`src/rtl/uart_word_streamer.sv`:
```
// Captures a word on each rising edge of send_i into a small FIFO and sends it as WORD_W/8
// UART frames. Define STREAM_PARITY_EN to append a parity bit to every frame.
module uart_word_streamer #(
  parameter int unsigned WORD_W    = 32,
  parameter int unsigned DEPTH     = 4,
  parameter int unsigned CLK_DIV_W = 16,
  parameter int unsigned LE_ORDER  = 1
) (
  input  logic                       clk_i,
  input  logic                       rst_ni,
  input  logic [WORD_W-1:0]          word_i,
  input  logic                       send_i,
  input  logic [CLK_DIV_W-1:0]       baud_div_i,
  input  logic                       parity_odd_i,
  input  logic                       stop2_i,
  input  logic                       clr_ovf_i,
  output logic                       uart_txd_o,
  output logic                       busy_o,
  output logic [$clog2(DEPTH+1)-1:0] fifo_level_o,
  output logic                       overflow_o,
  output logic                       baud_tick_o
);
  localparam int unsigned Bytes = WORD_W / 8;
  localparam int unsigned PtrW  = $clog2(DEPTH);
  localparam int unsigned LvlW  = $clog2(DEPTH + 1);
  localparam int unsigned IdxW  = (Bytes > 1) ? $clog2(Bytes) : 1;

  typedef enum logic [2:0] {
    StIdle,
    StStart,
    StData,
`ifdef STREAM_PARITY_EN
    StParity,
`endif
    StStop1,
    StStop2
  } state_e;

  state_e               state_q, state_d;
  logic                 send_q;
  logic                 cap, push, pop, tick, start_frame, byte_done;
  logic [WORD_W-1:0]    mem_q [DEPTH];
  logic [PtrW-1:0]      wr_ptr_q, wr_ptr_d, rd_ptr_q, rd_ptr_d;
  logic [LvlW-1:0]      level_q, level_d;
  logic                 ovf_q, ovf_d;
  logic [WORD_W-1:0]    word_q, word_d;
  logic [CLK_DIV_W-1:0] div_q, div_d, cnt_q, cnt_d;
  logic [2:0]           bit_idx_q, bit_idx_d;
  logic [IdxW-1:0]      byte_idx_q, byte_idx_d, byte_sel;
  logic                 stop2_q, stop2_d;
  logic                 txd_q, txd_d;
  logic [7:0]           byte_d;
`ifdef STREAM_PARITY_EN
  logic                 odd_q, odd_d;
`else
  logic                 unused_parity_odd;
  assign unused_parity_odd = parity_odd_i;
`endif

  function automatic logic [PtrW-1:0] ptr_inc(input logic [PtrW-1:0] p);
    return (p == PtrW'(DEPTH - 1)) ? '0 : p + 1'b1;
  endfunction

  assign cap  = send_i & ~send_q;
  assign pop  = (state_q == StIdle) && (level_q != '0);
  // A full FIFO still accepts a capture when a word leaves in the same cycle.
  assign push = cap & ((level_q < LvlW'(DEPTH)) | pop);

  always_comb begin
    wr_ptr_d = push ? ptr_inc(wr_ptr_q) : wr_ptr_q;
    rd_ptr_d = pop ? ptr_inc(rd_ptr_q) : rd_ptr_q;
    level_d  = level_q;
    if (push && !pop) level_d = level_q + 1'b1;
    else if (pop && !push) level_d = level_q - 1'b1;
    ovf_d = clr_ovf_i ? 1'b0 : ovf_q;
    if (cap && !push) ovf_d = 1'b1;
  end

  always_comb begin
    state_d     = state_q;
    cnt_d       = cnt_q;
    div_d       = div_q;
    stop2_d     = stop2_q;
    bit_idx_d   = bit_idx_q;
    byte_idx_d  = byte_idx_q;
    word_d      = word_q;
`ifdef STREAM_PARITY_EN
    odd_d       = odd_q;
`endif
    start_frame = 1'b0;
    byte_done   = 1'b0;
    tick        = (state_q != StIdle) && (cnt_q == '0);
    if (state_q != StIdle && !tick) cnt_d = cnt_q - 1'b1;

    unique case (state_q)
      StIdle: begin
        if (pop) begin
          word_d      = mem_q[rd_ptr_q];
          byte_idx_d  = '0;
          start_frame = 1'b1;
        end
      end
      StStart: begin
        if (tick) begin
          state_d   = StData;
          bit_idx_d = '0;
          cnt_d     = div_q;
        end
      end
      StData: begin
        if (tick) begin
          cnt_d = div_q;
`ifdef STREAM_PARITY_EN
          if (bit_idx_q == 3'd7) state_d = StParity;
`else
          if (bit_idx_q == 3'd7) state_d = StStop1;
`endif
          else bit_idx_d = bit_idx_q + 1'b1;
        end
      end
`ifdef STREAM_PARITY_EN
      StParity: begin
        if (tick) begin
          state_d = StStop1;
          cnt_d   = div_q;
        end
      end
`endif
      StStop1: begin
        if (tick) begin
          if (stop2_q) begin
            state_d = StStop2;
            cnt_d   = div_q;
          end else begin
            byte_done = 1'b1;
          end
        end
      end
      StStop2: begin
        if (tick) byte_done = 1'b1;
      end
      default: state_d = StIdle;
    endcase

    if (byte_done) begin
      if (byte_idx_q != IdxW'(Bytes - 1)) begin
        byte_idx_d  = byte_idx_q + 1'b1;
        start_frame = 1'b1;
      end else begin
        state_d = StIdle;
      end
    end

    // Line settings are latched per frame so mid-frame changes cannot corrupt it.
    if (start_frame) begin
      state_d = StStart;
      cnt_d   = baud_div_i;
      div_d   = baud_div_i;
      stop2_d = stop2_i;
`ifdef STREAM_PARITY_EN
      odd_d   = parity_odd_i;
`endif
    end
  end

  always_comb begin
    byte_sel = (LE_ORDER != 0) ? byte_idx_d : IdxW'(Bytes - 1) - byte_idx_d;
    byte_d   = word_d[{byte_sel, 3'b000} +: 8];
    txd_d    = 1'b1;
    case (state_d)
      StStart:  txd_d = 1'b0;
      StData:   txd_d = byte_d[bit_idx_d];
`ifdef STREAM_PARITY_EN
      StParity: txd_d = (^byte_d) ^ odd_d;
`endif
      default:  txd_d = 1'b1;
    endcase
  end

  always_ff @(posedge clk_i) begin
    if (!rst_ni) begin
      state_q    <= StIdle;
      send_q     <= 1'b0;
      wr_ptr_q   <= '0;
      rd_ptr_q   <= '0;
      level_q    <= '0;
      ovf_q      <= 1'b0;
      word_q     <= '0;
      div_q      <= '0;
      cnt_q      <= '0;
      bit_idx_q  <= '0;
      byte_idx_q <= '0;
      stop2_q    <= 1'b0;
      txd_q      <= 1'b1;
`ifdef STREAM_PARITY_EN
      odd_q      <= 1'b0;
`endif
    end else begin
      state_q    <= state_d;
      send_q     <= send_i;
      wr_ptr_q   <= wr_ptr_d;
      rd_ptr_q   <= rd_ptr_d;
      level_q    <= level_d;
      ovf_q      <= ovf_d;
      word_q     <= word_d;
      div_q      <= div_d;
      cnt_q      <= cnt_d;
      bit_idx_q  <= bit_idx_d;
      byte_idx_q <= byte_idx_d;
      stop2_q    <= stop2_d;
      txd_q      <= txd_d;
`ifdef STREAM_PARITY_EN
      odd_q      <= odd_d;
`endif
    end
  end

  always_ff @(posedge clk_i) begin
    if (push) mem_q[wr_ptr_q] <= word_i;
  end

  assign uart_txd_o   = txd_q;
  assign busy_o       = (state_q != StIdle) || (level_q != '0);
  assign fifo_level_o = level_q;
  assign overflow_o   = ovf_q;
  assign baud_tick_o  = tick;

endmodule

```
`config.mk`:
```
export PLATFORM = sky130hd
export DESIGN_NAME = uart_word_streamer
export DESIGN_NICKNAME = d
export VERILOG_FILES = /design/src/rtl/uart_word_streamer.sv
export SDC_FILE = /design/constraint.sdc
export NUM_CORES = 1
export LEC_CHECK = 0
export BUFFER_PORTS_ARGS = -buffer_cell sky130_fd_sc_hd__buf_2
export CAP_MARGIN = 10
export CELL_PAD_IN_SITES_DETAIL_PLACEMENT = 1
export CELL_PAD_IN_SITES_GLOBAL_PLACEMENT = 2
export CORE_MARGIN = 4
export CORE_UTILIZATION = 45
export DETAILED_ROUTE_END_ITERATION = 16
export PLACE_DENSITY = 0.92
export RECOVER_POWER = 100
export SETUP_SLACK_MARGIN = 0.05
export SYNTH_ARGS = -nofsm -noshare
export SYNTH_HDL_FRONTEND = slang
export SYNTH_SLANG_ARGS = --single-unit
```
`constraint.sdc`:
```
create_clock -name clk_i -period 5.3 [get_ports clk_i]
set_clock_uncertainty 0.1 [all_clocks]
set_input_delay 0.53 -clock clk_i [delete_from_list [all_inputs] [get_ports clk_i]]
set_output_delay 0.53 -clock clk_i [all_outputs]
set_load 0.03 [all_outputs]
```
Word-level counts from Yosys, hierarchy flattened
Memories as Yosys holds them, arrays and structs flattened. A register that Yosys moved wholly into a read port is not among the register bits.
Index checks and enable logic that the tools add are counted.
Cells by class
  add/sub/neg operators: 7
  magnitude comparators: 2
  equal/unequal tests: 10
  shift-type cells: 1
  muxes and demuxes: 46
  bitwise operators: 4
  reduce and logical (&&, ||, !) cells: 18
Operators by type and width (number)
  16-bit two-way mux: 5
  32-bit two-way mux: 2
  3-bit two-way mux: 13
  16-bit one-hot mux with 2 select lines: 1
  32-bit by 6-bit indexed part select with 8-bit output: 1
  16-bit logical NOT: 1
  2-bit two-way mux: 8
  16-bit by 1-bit subtractor with 16-bit output, second input constant: 1
  1-bit two-way mux: 12
  3-bit one-hot mux with 4 select lines: 1
  3-bit by 2-bit equality test with 1-bit output, second input constant: 3
  2-bit by 1-bit adder with 2-bit output, second input constant: 3
  3-bit by 1-bit adder with 3-bit output, second input constant: 2
  3-bit by 1-bit equality test with 1-bit output, second input constant: 2
  3-bit equality test, second input constant: 2
  1-bit logical AND: 6
  3-bit one-hot mux with 2 select lines: 1
  3-bit nonzero test: 2
  2-bit equality test, second input constant: 2
  3-bit by 4-bit < comparator with 1-bit output, second input constant: 1
  1-bit one-hot mux with 2 select lines: 2
  2-bit nonzero test: 2
  2-bit OR reduction: 2
  1-bit binary-select mux with 3-bit select: 1
  9 further kinds: 12
Word-level totals
  bits in registers: 83
  memory bits (writable): 128
  input port bits: 54
  logic and storage cells: 102
  memories: 1
Memories
  mem_q: words 4, bits a word 32, read ports 1, clocked after memory_dff 1, wr ports 1, RTL line 42  | logic [WORD_W-1:0] mem_q [DEPTH];

Depth between registers and ports, before layout
  depth in word-level cells: 10
  gate-level depth with buffers: 13

Worst setup path before layout
OpenSTA, ideal clock, no wires.
  path kind: reg2reg
  start: reg level_q[0], in the netlist fifo_level_o[0]
  end: reg level_q[2], in the netlist fifo_level_o[2]
  library setup time: 70 ps
  arrival: 2843 ps
  path slack: 2287 ps
  stages on the path, launching flop included: 12
  buffers on the path: 2
  cells stage by stage: dfxtp_1 -> nor3_1 -> nor2_8 -> inv_2 -> buf_2 -> buf_1 -> ha_1 -> inv_1 -> fa_1 -> xor2_1 -> or3_1 -> a21oi_1
On the way
  cells in the longest elaborated chain, start to end: 7
  elaborated cells on any way between the ends: 14
  classes of those cells: 2 x add/sub; 1 x order compare; 2 x mux; 2 x bitwise; 7 x reduce/logical
RTL lines
  start, declared: RTL line 44  | logic [LvlW-1:0] level_q, level_d;
  start signal, assigned: RTL line 203  | level_q <= level_d;
  branches (longest 7 deep; another with 3-bit < comparator)
Several ways; the timed one is not identified. The select of a mux whose other input is x is not followed.
A chain may end at the register's enable or synchronous reset.

Worst setup path in the final report
  start: reg state_q[2]
  end: reg txd_q, in the netlist uart_txd_o
On the way
  cells in the longest elaborated chain, start to end: 10
  elaborated cells on any way between the ends: 40
  classes of those cells: 6 x eq/ne; 1 x shift; 28 x mux; 5 x reduce/logical
RTL lines
  start, declared: RTL line 39  | state_e state_q, state_d;
  start signal, assigned: RTL line 182  | state_q <= StIdle;
  start signal, assigned: RTL line 199  | state_q <= state_d;
  3-bit logical NOT: RTL line 65, 95
  1-bit logical AND: RTL line 65  | assign pop = (state_q == StIdle) && (level_q != '0);
  2-bit two-way mux: RTL line 97  | if (pop) begin
  2-bit two-way mux: RTL line 95  | unique case (state_q)
  2-bit two-way mux: RTL line 146  | if (byte_idx_q != IdxW'(Bytes - 1)) begin
  2-bit two-way mux: RTL line 145  | if (byte_done) begin
  32-bit by 6-bit indexed part select with 8-bit output: RTL line 168  | byte_d = word_d[{byte_sel, 3'b000} +: 8];
  1-bit binary-select mux with 3-bit select: RTL line 172  | StData: txd_d = byte_d[bit_idx_d];
  1-bit two-way mux (implied by the code): RTL line 172
  1-bit one-hot mux with 2 select lines (*): RTL line 170  | case (state_d)
  end signal, assigned: RTL line 211  | txd_q <= txd_d;
  end, declared: RTL line 51  | logic txd_q, txd_d;
Every way passes the cells marked *; elsewhere a longest branch is shown, timed or not. The select of a mux whose other input is x is not followed.

==> reports/results.tsv <==
stage	metric	value	unit
power	switching_power	1.863	mW
floorplan	initial_core_util	45.75	%
power	p_seq_share	40.3	%
logic_synthesis	synth.area.top_cells	edfxtp_1 43%, dfxtp_1 19%, mux4_2 8.1%, nand2_1 6.0%, and2_1 3.1%	
clocking	cts_tree	done	
finish	drive_gt1_share	13.77	%
logic_synthesis	ys_ff_latch	213	
logic_synthesis	avgSynthCellArea	12.68	um2
global_route	grt_pass1_wl	32.70	mm
flow_run	drv_cap	6	
global_route	use_met3	2.803	%
logic_synthesis	yosysMostFrequentCell	nand2_1	
logic_synthesis	synthAdderAreaFrac	1.494	%
clocking	cts_setup_buffers	0	
placement	dp.final_hpwl	12.94	mm
finish	layoutNonFillerInstCount	1042	
logic_synthesis	synth-simple-area-share	14.46	%
clocking	cts_hold_buf	0	
logic_synthesis	synth_xor_area_share	1.480	%
logic_synthesis	synth_top_area_cell	edfxtp_1	
finish	antenna_cells	0	
placement	pre_cts_ws	1.088	ns
power	p_per_area	549.3	mW/mm2
placement	dpl.cell_count	1000	
sta	fin_setup_tns	0	ns
routing	drt-total-wl	19.77	mm
global_route	met2_usage	33.48	%
clocking	clk_pin_slew	0.06	ns
finish	fin_util	52.23	%
floorplan	num_rows	51	
floorplan	io_pins	61	
finish	postLayoutCellArea	0.01013	mm2
sta	period_minus_slack	4.491	ns
logic_synthesis	synth_common_cells	141 x nand2_1, 128 x edfxtp_1, 85 x dfxtp_1	
logic_synthesis	syn-num-nets	764	
logic_synthesis	syn_area	0.008875	mm2
floorplan	dieArea	0.02203	mm2
critical_path	crit_family	simple AND/OR/NAND/NOR gates	
power	p_clk_share	29.8	%
sta	max-slew-margin-rel	-57.03	%
critical_path	path_max_fanout	35	
power	vdd_drop_max	0.0003819	V
sta	final_hold_viol_count	0	
sta	rsz0062_at_grt	no	
sta	finalMaxSlewViolations	203	
critical_path	critPathBufInv	1	
critical_path	cp.required	5.62	ns
routing	vias	5584	
clocking	root_buffer	clkbuf_16	
floorplan	core-area	0.01940	mm2
critical_path	cpPeakStageDelay	0.64	ns
hold_path	min_path_type	primary input to flip-flop	
logic_synthesis	synth_top_family_by_area	simple AND/OR/NAND/NOR gates	
floorplan	dieHeight	148.4	um
routing	drt-vias-per-instance	5.359	
global_route	grt_max_degree	45	
finish	fill_cells	2029	
critical_path	worst_setup_path_start_kind	flip-flop	
clocking	cts_resized	0	
global_route	antenna_found_initial	0	
logic_synthesis	netlist.area_leader.share	43.31	%
clocking	cts_buffers	23	
outcome	status	finished, violations left	
critical_path	path_class	flip-flop to flip-flop	
finish	multi_input_area	0.003127	mm2
routing	drc	0	
global_route	met1_usage	23.12	%
sta	fmax	0.2227	GHz
global_route	grt-ovfl-total	0	
placement	place_area	0.009424	mm2
logic_synthesis	synthMuxAreaShare	12.03	%
finish	syn2layout_area_growth	14.17	%
finish	final-seq-area	0.005545	mm2
logic_synthesis	ys_types	54	
power	power	5.566	mW
logic_synthesis	synth_enable_flop_cells	128	
clocking	cts.sinks	213	
routing	drt_first_pass_iters	4	
critical_path	r2r_setup_slack	0.81	ns
critical_path	slowest_stage	inv_1	
sta	tightest_slew	2.355	ns
logic_synthesis	synth_compound_area_share	5.766	%
clocking	h-tree-depth	1	
routing	wl_per_cell	18.97	um
clocking	clockBufferDepth	3	
routing	drt_iter0_markers	331	
global_route	top_usage_layer	met2	
placement	finalWeightedCongestion	0.8044	
logic_synthesis	synthFlopType	edfxtp_1	
critical_path	crit_arrival	4.81	ns
logic_synthesis	synthCells	700	
finish	nets	824	
placement	place.port_buffers	59	
floorplan	fp.dieW	148.4	um
global_route	grt_pass1_vias	6233	
logic_synthesis	synth_warnings	0	
logic_synthesis	ys_async_sr_fraction	0	%
power	p_comb_share	29.9	%
sta	setup_violations	0	
routing	postRouteAntennaNets	0	
sta	whs	0.1308	ns
outcome	violations	max-capacitance violations, max-slew violations	
clocking	clkLatencyLatePin	0.53	ns
power	p_int	3.703	mW
critical_path	end_kind	flip-flop	
power	p_leak	3.624	nW
logic_synthesis	ys_seq_area_share	62.48	%
global_route	grtUsageTotal	18.48	%
sta	setup_ws	0.8091	ns
critical_path	cp_cell_sequence	or3_1, nor2_8, inv_1, and2_0, mux2i_4, mux2_1, a22oi_1, and4_1, a211oi_1, o31a_1	
power	p_sw_share	33.47	%
sta	post-route-period-util	84.73	%
## path summary, 6_finish.rpt
path / start / end / cells past startpoint
worst max-delay path: state_q[2]$_SDFF_PN0_ / uart_txd_o$_SDFF_PN1_ / 10
worst min register to register: div_q[13]$_SDFFE_PN0P_ / div_q[13]$_SDFFE_PN0P_ / 2
worst max register to register: state_q[2]$_SDFF_PN0_ / uart_txd_o$_SDFF_PN1_ / 10
worst min-delay path: send_i / send_q$_SDFF_PN0_ / 2
## routing by layer
| layer | wire [um] | vias up | part of all wire (%) |
|---|---|---|---|
| met5 | 0 | - | 0 |
| met1 | 8313 | 2820 | 42 |
| li1 | - | 2649 | - |
| met3 | 570 | 32 | 2.9 |
| met4 | 533 | 0 | 2.7 |
| met2 | 10350 | 83 | 52 |
## layout by cell type (no fill, tap or decap), types with 9 or more instances in the layout
master,Yosys,layout
nand2_1,141,141
edfxtp_1,128,128
dfxtp_1,85,85
clkbuf_1,20,49
a21oi_1,40,40
nor2_1,34,34
mux4_2,32,32
and2_1,44,23
clkbuf_16,0,23
and2_0,0,21
mux2i_1,20,20
buf_2,9,19
o21ai_0,15,16
nor3_1,12,12
inv_1,9,10
xnor2_1,9,9
ha_1,9,9
## sequential cells by signal (all words and copies together) (netlist names), 3 cells and up, named ones only
name and count:
div_q 16, cnt_q 16, fifo_level_o 3, state_q 3, mem_q 128, bit_idx_q 3, word_q 32
## area by class of cell
cell class	instances	share of cell area [%]
clock buffers	25	5.755
clock inverters	17	2.038
inverters	10	0.3705
multi-input cells	442	30.86
flip-flops and latches	213	54.73
well taps	265	3.272
repair buffers	70	2.976
## power groups by stage
| stage | registers (mW) | logic, mW | clock network (mW) |
|---|---|---|---|
| 2_1_floorplan | 2.19 | 1.33 | 0 |
| 3_3_place_gp | 2.26 | 1.62 | 0 |
| 3_5_place_dp | 2.28 | 1.70 | 0 |
| 4_1_cts | 2.25 | 1.72 | 1.69 |
| 5_1_grt | 2.29 | 1.87 | 1.78 |
| 6_report | 2.24 | 1.66 | 1.66 |
## cell families after synthesis
group,Yosys count
fa+ha+maj,10
compound gates,85
flops,213
xor+xnor,15
mux,64
buf+inv,45
simple gates,268
(Power assumes the default switching activity.)
